<file path="config.mk">
export PLATFORM = sky130hd
export DESIGN_NAME = fp_wb_collector
export DESIGN_NICKNAME = d
export VERILOG_FILES = /design/src/rtl/fp_wb_collector.sv
export SDC_FILE = /design/constraint.sdc
export NUM_CORES = 1
export LEC_CHECK = 0
export CAP_MARGIN = 20
export CORE_ASPECT_RATIO = 0.7
export CORE_UTILIZATION = 50
export CTS_BUF_LIST = sky130_fd_sc_hd__clkbuf_4 sky130_fd_sc_hd__clkbuf_8
export DETAILED_ROUTE_END_ITERATION = 16
export GPL_TIMING_DRIVEN = 0
export PLACE_DENSITY = 0.8
export SLEW_MARGIN = 20
export SYNTH_ARGS = -nofsm -noshare
export SYNTH_HDL_FRONTEND = slang
export SYNTH_SLANG_ARGS = --single-unit
</file>
<file path="constraint.sdc">
create_clock -name clk -period 11.26 [get_ports clk]
set_clock_uncertainty 0.1 [all_clocks]
set_input_delay 1.126 -clock clk [delete_from_list [all_inputs] [get_ports clk]]
set_output_delay 1.126 -clock clk [all_outputs]
set_load 0.01 [all_outputs]
</file>
<file path="src/rtl/fp_wb_collector.sv">
// Per-unit result FIFOs plus round-robin writeback arbiter for the FP units.
// Ports: unit-side valid/result/rd/strobes in, in_ready/unit_en out; single wb_* port out.
module fp_wb_collector #(
  parameter int N_UNITS    = 4,
  parameter int DEPTH      = 2,
  parameter int addr_width = 5,
  parameter int XLEN       = 32,
  localparam int SW        = $clog2(N_UNITS)
) (
  input  logic                         clk,
  input  logic                         rst,
  input  logic                         flush,
  input  logic [N_UNITS-1:0]           in_valid,
  input  logic [N_UNITS*XLEN-1:0]      in_result,
  input  logic [N_UNITS*addr_width-1:0] in_rd,
  input  logic [N_UNITS-1:0]           in_reg_write,
  input  logic [N_UNITS-1:0]           in_fp_reg_write,
  output logic [N_UNITS-1:0]           in_ready,
  output logic [N_UNITS-1:0]           unit_en,
  output logic                         wb_valid,
  input  logic                         wb_ready,
  output logic [XLEN-1:0]              wb_result,
  output logic [addr_width-1:0]        wb_rd,
  output logic                         wb_reg_write,
  output logic                         wb_fp_reg_write,
  output logic [SW-1:0]                wb_src
);

  localparam int PW = $clog2(DEPTH);
  localparam int CW = $clog2(DEPTH + 1);
  localparam int EW = XLEN + addr_width + 2;

  typedef enum logic {S_IDLE, S_HOLD} state_t;

  logic [EW-1:0] r_mem [N_UNITS][DEPTH];
  logic [PW-1:0] r_wp  [N_UNITS];
  logic [PW-1:0] r_rp  [N_UNITS];
  logic [CW-1:0] r_cnt [N_UNITS];
  logic [SW-1:0] r_rr;
  logic [SW-1:0] r_lock;
  state_t        r_state;

  state_t        w_state_nxt;
  logic          w_lock_ld;
  logic [N_UNITS-1:0] w_ne;
  logic [N_UNITS-1:0] w_push;
  logic [N_UNITS-1:0] w_pop;
  logic [SW-1:0] w_scan;
  logic [SW-1:0] w_grant;
  logic [SW-1:0] w_rr_nxt;
  logic          w_pop_any;
  logic [EW-1:0] w_head;

  always_comb begin
    for (int i = 0; i < N_UNITS; i++) begin
      w_ne[i]     = (r_cnt[i] != '0);
      in_ready[i] = (r_cnt[i] != CW'(DEPTH));
      w_push[i]   = in_valid[i] && in_ready[i] && !flush;
    end
  end

  assign unit_en   = in_ready;
  assign wb_valid  = |w_ne;
  assign w_pop_any = wb_valid && wb_ready;

  // First non-empty FIFO from rr_ptr; descending loop so the
  // closest candidate is the last one written.
  always_comb begin
    w_scan = '0;
    for (int k = N_UNITS - 1; k >= 0; k--) begin
      int j;
      j = int'(r_rr) + k;
      if (j >= N_UNITS) j = j - N_UNITS;
      if (w_ne[j]) w_scan = SW'(j);
    end
  end

  assign w_grant = (r_state == S_HOLD) ? r_lock : w_scan;

  always_comb begin
    int g;
    g = int'(w_grant) + 1;
    if (g >= N_UNITS) g = 0;
    w_rr_nxt = SW'(g);
  end

  always_comb begin
    for (int i = 0; i < N_UNITS; i++)
      w_pop[i] = w_pop_any && (w_grant == SW'(i)) && !flush;
  end

  assign w_head = r_mem[w_grant][r_rp[w_grant]];

  always_comb begin
    wb_result       = '0;
    wb_rd           = '0;
    wb_reg_write    = 1'b0;
    wb_fp_reg_write = 1'b0;
    wb_src          = '0;
    if (wb_valid) begin
      wb_result       = w_head[EW-1 -: XLEN];
      wb_rd           = w_head[2 +: addr_width];
      wb_reg_write    = w_head[1];
      wb_fp_reg_write = w_head[0];
      wb_src          = w_grant;
    end
  end

  always_ff @(posedge clk) begin
    for (int i = 0; i < N_UNITS; i++) begin
      if (w_push[i])
        r_mem[i][r_wp[i]] <= {in_result[i*XLEN +: XLEN],
                              in_rd[i*addr_width +: addr_width],
                              in_reg_write[i], in_fp_reg_write[i]};
    end
  end

  always_ff @(posedge clk or posedge rst) begin
    if (rst) begin
      for (int i = 0; i < N_UNITS; i++) begin
        r_wp[i]  <= '0;
        r_rp[i]  <= '0;
        r_cnt[i] <= '0;
      end
    end else if (flush) begin
      for (int i = 0; i < N_UNITS; i++) begin
        r_wp[i]  <= '0;
        r_rp[i]  <= '0;
        r_cnt[i] <= '0;
      end
    end else begin
      for (int i = 0; i < N_UNITS; i++) begin
        if (w_push[i]) r_wp[i] <= r_wp[i] + PW'(1);
        if (w_pop[i])  r_rp[i] <= r_rp[i] + PW'(1);
        if (w_push[i] && !w_pop[i])
          r_cnt[i] <= r_cnt[i] + CW'(1);
        else if (!w_push[i] && w_pop[i])
          r_cnt[i] <= r_cnt[i] - CW'(1);
      end
    end
  end

  always_ff @(posedge clk or posedge rst) begin
    if (rst)
      r_rr <= '0;
    else if (w_pop_any && !flush)
      r_rr <= w_rr_nxt;
  end

  // Grant lock FSM: keeps wb_* stable while the WB stage stalls.
  always_ff @(posedge clk or posedge rst) begin
    if (rst) begin
      r_state <= S_IDLE;
      r_lock  <= '0;
    end else begin
      r_state <= w_state_nxt;
      if (w_lock_ld) r_lock <= w_grant;
    end
  end

  always_comb begin
    w_state_nxt = r_state;
    unique case (r_state)
      S_IDLE:
        if (!flush && wb_valid && !wb_ready) w_state_nxt = S_HOLD;
      S_HOLD:
        if (flush || w_pop_any) w_state_nxt = S_IDLE;
      default:
        w_state_nxt = S_IDLE;
    endcase
  end

  always_comb begin
    w_lock_ld = (r_state == S_IDLE) && (w_state_nxt == S_HOLD);
  end

endmodule

</file>
Word-level counts from Yosys, hierarchy flattened
Memory sizes are Yosys's and may differ from the RTL's.
Cells that the tools add are included.
{ "totals": {"out_inout_bits": 50, "regBits": 21, "memories": 1, "word_cells": 206, "latchBits": 0, "mem_bits_rw": 312, "mem_bits_ro": 0, "input_bits": 164} }
{ "classes": {"n_addsub": 24, "n_div": 0, "bitwise": 7, "n_reduce_logical": 62, "n_shift": 0, "n_eq_ne": 7, "mul": 0, "mux": 71, "magnitude_cmp": 19} }
{ "mem_list": {"columns": ["memory", "words", "word_bits", "read_ports", "rd_ports_with_merged_regs", "wr", "line_no", "text"], "rows": [
  ["r_mem", 4, 78, 1, 0, 4, "35", "logic [EW-1:0] r_mem [N_UNITS][DEPTH];"]
]} }
{ "op_table": {"columns": ["operator", "n"], "rows": [
  ["$mux W78", 4],
  ["$mux W39", 7],
  ["$mux W32", 5],
  ["$demux W39 S1", 4],
  ["$lt A32 B4 Y1 const B", 4],
  ["$logic_and A1 B1 Y1", 33],
  ["$mux W2", 15],
  ["$mux W1", 26],
  ["$reduce_bool A2 Y1", 12],
  ["$ge A3 B3 Y1 const B", 5],
  ["$reduce_bool A3 Y1", 4],
  ["$sub A3 B3 Y4 const B", 3],
  ["$bmux W1 S2", 5],
  ["$ge A2 B2 Y1 const B", 5],
  ["$logic_not A1 Y1", 10],
  ["$not A1 Y2", 5],
  ["$add A1 B1 Y1 const B", 8],
  ["$add A2 B1 Y2 const B", 4],
  ["$lt A2 B1 Y1 const B", 4],
  ["$mux W4", 2],
  ["$mux W8", 1],
  ["$ne A2 B2 Y1 const B", 4],
  ["$sub A2 B1 Y2 const B", 4],
  ["$add A2 B1 Y3 const B", 2],
  ["12 further kinds", 14]
]} }

Depth between registers and ports, before layout
{ "logic_depth": {"ltp_word": 20, "depth_mapped": 13, "ltp_nobuf": 10} }

Worst setup path after synthesis
No wires, ideal clock.
{ "synth_path": {"path_kind": "input port to flip-flop", "from": "input port flush", "to": "memory r_mem[0][39] (netlist bit), enable pin", "path_stages": 3, "slack_ns": 6.425, "path_buffers": 2, "t_required_ns": 10.676, "t_arrival_ns": 4.252, "setup_ns": 0.484, "path_cell_list": "clkbuf_1 -> clkbuf_1 -> nor3_1"} }
{ "synth_rtl": {"columns": ["element", "line_no", "text"], "rows": [
  ["from (decl)", "12", "input logic flush,"],
  ["to (decl)", "35", null]
]} }

Worst setup path in the final report
{ "layout_path": {"from": "register r_cnt[6] (netlist bit)", "to": "output port wb_rd[4]"} }
{ "layout_between": {"elab_chain_cells": 18, "elab_cells_between_ends": 29, "classes_between": "mux (24); bitwise (2); reduce/logical (2); memory (1)"} }
{ "layout_rtl": {"columns": ["element", "line_no", "text"], "rows": [
  ["from (decl)", "38", "logic [CW-1:0] r_cnt [N_UNITS];"],
  ["from (signal, indexed assignment)", "136", "r_cnt[i] <= r_cnt[i] + CW'(1);"],
  ["from (signal, indexed assignment)", "138", "r_cnt[i] <= r_cnt[i] - CW'(1);"],
  ["$reduce_bool A2 Y1 (*)", "56", "w_ne[i] = (r_cnt[i] != '0);"],
  ["$bmux W1 S2", "74", "if (w_ne[j]) w_scan = SW'(j);"],
  ["$mux W1 (implied by the code) (2 in a row)", "74", null],
  ["$mux W2 (4 in a row)", "74", null],
  ["$mux W2", "78", "assign w_grant = (r_state == S_HOLD) ? r_lock : w_scan;"],
  ["$not A2 Y3 (implied by the code)", "92", "assign w_head = r_mem[w_grant][r_rp[w_grant]];"],
  ["$bmux W1 S2", "92", null],
  ["$mux W1 (implied by the code) (2 in a row)", "92", null],
  ["$not A1 Y2 (implied by the code)", "92", null],
  ["$mux W39 (implied by the code) (3 in a row)", "92", null],
  ["$mux W5 (*)", "100", "if (wb_valid) begin"],
  ["to (decl)", "23", "output logic [addr_width-1:0] wb_rd,"]
]} }
Every way passes the cells marked *; elsewhere a longest branch is shown, timed or not. The select of a mux whose other input is x is not followed.

==> impl_metrics.env <==
export IMPL_cp_num_buf_inv=6
export IMPL_critical_path_top_delay_family="buffers and inverters"
export IMPL_fin_setup_tns_ps=0
export IMPL_cts_tree="built"
export IMPL_grt_usage_pct=29.88
export IMPL_num_nets_final=1443
export IMPL_intPower_mw=3.531
export IMPL_power_frac_comb_pct=58.9
export IMPL_numCtsBuffers=48
export IMPL_setup_violations_final=0
export IMPL_critPathArrivalTime_ps=4360
export IMPL_grt_max_degree=22
export IMPL_gp_congestion=0.8854
export IMPL_slew_viol_final=0
export IMPL_post_cts_buffers=0
export IMPL_finalHoldViolCount=0
export IMPL_wirelength_mm=41.41
export IMPL_leakagePower_nw=6.046
export IMPL_synthesis_area_um2=13470
export IMPL_syn_instance_count=974
export IMPL_p_sw_share_pct=43.77
export IMPL_clock_latency_ps=580
export IMPL_cts_sinks=333
export IMPL_finalCritPeriodShare_pct=49.57
export IMPL_initial_utilization_pct=51.68
export IMPL_hp_class="reg -> reg"
export IMPL_grt_pass1_wl_mm=60.60
export IMPL_max_cap_viol_count=0
export IMPL_syn_area_per_cell_um2=13.83
export IMPL_path_clk_slew_ps=60
export IMPL_rsz0062_at_grt="no"
export IMPL_drt_iter0_drc=1253
export IMPL_synth_edf_count=312
export IMPL_antenna_found_initial=0
export IMPL_hpwl_mm=28.68
export IMPL_root_buffer="clkbuf_8"
export IMPL_hold_worst_slack_ps=444.8
export IMPL_slowest_delay_ps=610
export IMPL_grt_pass1_vias=10260
export IMPL_seq_area_frac_synth_pct=73.47
export IMPL_power_switching_mw=2.749
export IMPL_yosysUniqueCellTypes=47
export IMPL_die_w_um=198.2
export IMPL_fp_dieH_um=139.3
export IMPL_peakVddDrop_v=0.0002481
export IMPL_p_clk_share_pct=16.2
export IMPL_worst_ep_required_time_ps=10030
export IMPL_dp_cells=1585
export IMPL_seq_area_um2=9894
export IMPL_fin_util_pct=66.93
export IMPL_grt_ovfl_total=0
export IMPL_fmax_mhz=179.2
export IMPL_drive_above_1_share_pct=13.04
export IMPL_yosys_warnings=0
export IMPL_cts_hold_buf=0
export IMPL_syn_to_final_growth_pct=29.51
export IMPL_crit_path_end_kind="output pin"
export IMPL_worst_pin_slew_ps=912.9
export IMPL_critPathSlowestCell="clkdlybuf4s50_1"
export IMPL_cts_buffer_depth=3
export IMPL_ant_nets=0
export IMPL_final_cells=1668
export IMPL_multiInputGateArea_um2=3216
export IMPL_sequentialPowerShare_pct=24.9
export IMPL_startpoint_type="register"
export IMPL_status="finished clean"
export IMPL_drcViolationCount=0
export IMPL_fin_crit_ps=5582
export IMPL_ys_async_sr_fraction_pct=6.306
export IMPL_pwr_density_cell_nw_per_um2=360.1
export IMPL_htree_levels=2
export IMPL_rows=49
export IMPL_vias=10170
export IMPL_cts_resized=0
export IMPL_dieArea_um2=27600
export IMPL_path_class="reg -> out"
export IMPL_synth_seq_cells=333
export IMPL_routed_via_density=6.098
export IMPL_diodes=0
export IMPL_pin_count=214
export IMPL_crit_fanout=10
export IMPL_fillers=1862
export IMPL_max_slew_margin_pct=38.81
export IMPL_synth_ff_type="edfxtp_1"
export IMPL_wl_per_cell_um=24.83
export IMPL_dr_pass1_iters=5
export IMPL_cpMostUsedCell="buf_2"
export IMPL_coreArea_um2=26060
export IMPL_syn_num_nets=1139
export IMPL_io_buffers=212
export IMPL_cp_cell_sequence="buf_2 -> nor3_1 -> a211oi_1 -> o31a_1 -> buf_2 -> inv_2 -> buf_2 -> clkbuf_1 -> nand2_1 -> a221o_1 -> a21oi_1 -> clkdlybuf4s50_1"
==> stage by stage <==
| step | total power [mW] | worst slack [ps] | cell area (um2) |
|---|---|---|---|
| after floorplan | 3.571 | 6425 | 13470 |
| after global placement | 5.108 | 2917 | 16040 |
| after detailed placement | 5.210 | 6419 | 16430 |
| after CTS | 6.231 | 5767 | 17440 |
| after global routing | 6.555 | 5536 | 17440 |
| final | 6.280 | 5678 | 17440 |
==> cell usage in the layout, fill, tap and decap left out, drive strengths merged, types with 3 or more instances in the layout <==
master           n
a211oi           9
a21oi          197
a221o           78
buf             77
clkbuf         118
clkdlybuf4s50  212
clkinv           6
dfrtp           21
edfxtp         312
inv              6
mux2             3
mux2i            4
nand2          168
nand2b           5
nor2            25
nor3            11
nor3b            4
o21ai            4
o31ai            3
xnor2            5
xor2            12
==> Yosys cell counts, drive strengths merged, types with 2 or more instances <==
cell      n  area share (%)
a21oi   197             7.3
clkbuf   42             1.2
edfxtp  312              70
a211oi    9            0.50
nor3b     4            0.22
buf      35             1.6
o21bai    2            0.11
nand2b    5            0.23
o211ai    2            0.11
o31a      2            0.13
o31ai     3            0.17
nand3     2           0.074
nand2   168             4.7
mux2      3            0.25
or3       2           0.093
dfrtp    21             3.9
inv       6            0.17
nor2     25            0.75
xor2     12            0.78
a31oi     2            0.20
o21ai     4            0.15
mux2i     4            0.30
nor4      2           0.093
a221o    78             5.8
or2       2           0.093
nor3     11            0.41
xnor2     5            0.33
==> cells by family after synthesis <==
group	Yosys count	share of synthesized area, %
flops	333	73.47
fa+ha+maj	1	0.09290
mux	7	0.5482
xor+xnor	17	1.106
simple gates	227	6.987
compound gates	305	14.85
buf+inv	84	2.945
==> worst reg2reg max path, cell delays in order, from the launching register on <==
cell and delay (ps):
dfrtp_1 370, buf_2 170, nor3_1 330, a211oi_1 140
o31a_1 250, buf_2 180, inv_2 170, buf_2 240
buf_2 300, ha_1 210, nand2_1 180, nor3_1 190
a211oi_1 70, a211oi_1 210
==> worst paths after layout <==
kind	from	end	slack (ps)	cells after the start
hold reg to reg	r_lock[1]	r_lock[1]	440	2
max in group asynchronous	rst	r_state	9580	2
setup / recovery	r_cnt[6]	wb_rd[4]	5680	12
min in group asynchronous	rst	r_wp[0]	930	2
hold / removal	r_lock[1]	r_lock[1]	440	2
setup reg to reg	r_cnt[6]	r_cnt[1]	8050	13
==> area by class of cell <==
class	count	share of cell area, %
Sequential cell	333	56.73
Multi-Input combinational cell	557	18.44
Timing Repair Buffer	254	14.21
Clock buffer	76	5.316
Tap cell	357	2.561
Buffer	77	2.116
Clock inverter	7	0.4663
Inverter	7	0.1578
==> sequential cells by signal, summed over array words and instances, names as in the netlist <==
| name | flops |
|---|---|
| r_cnt | 8 |
| r_lock | 2 |
| r_mem | 312 |
| r_rp | 4 |
| r_rr | 2 |
| r_state | 1 |
| r_wp | 4 |
==> power by group through the flow <==
| stage | sequential (mW) | clock [mW] | combinational [mW] |
|---|---|---|---|
| 2_1_floorplan | 1.58 | 0 | 1.99 |
| 3_3_place_gp | 1.61 | 0 | 3.50 |
| 3_5_place_dp | 1.59 | 0 | 3.62 |
| 4_1_cts | 1.56 | 1.02 | 3.65 |
| 5_1_grt | 1.58 | 1.07 | 3.90 |
| 6_report | 1.57 | 1.02 | 3.70 |
==> metal layers <==
layer  wire, um  global-route usage (%)  vias up  share of wire [%]
met2      18830                   46.04      792                 45
li1           -                       -     4325                  -
met3       5130                   6.738      101                 12
met4        947                   9.751        0                2.3
met5          0                       0        -                  0
met1      16500                   42.23     4954                 40
Note: power is estimated with default switching activity, not from simulation.
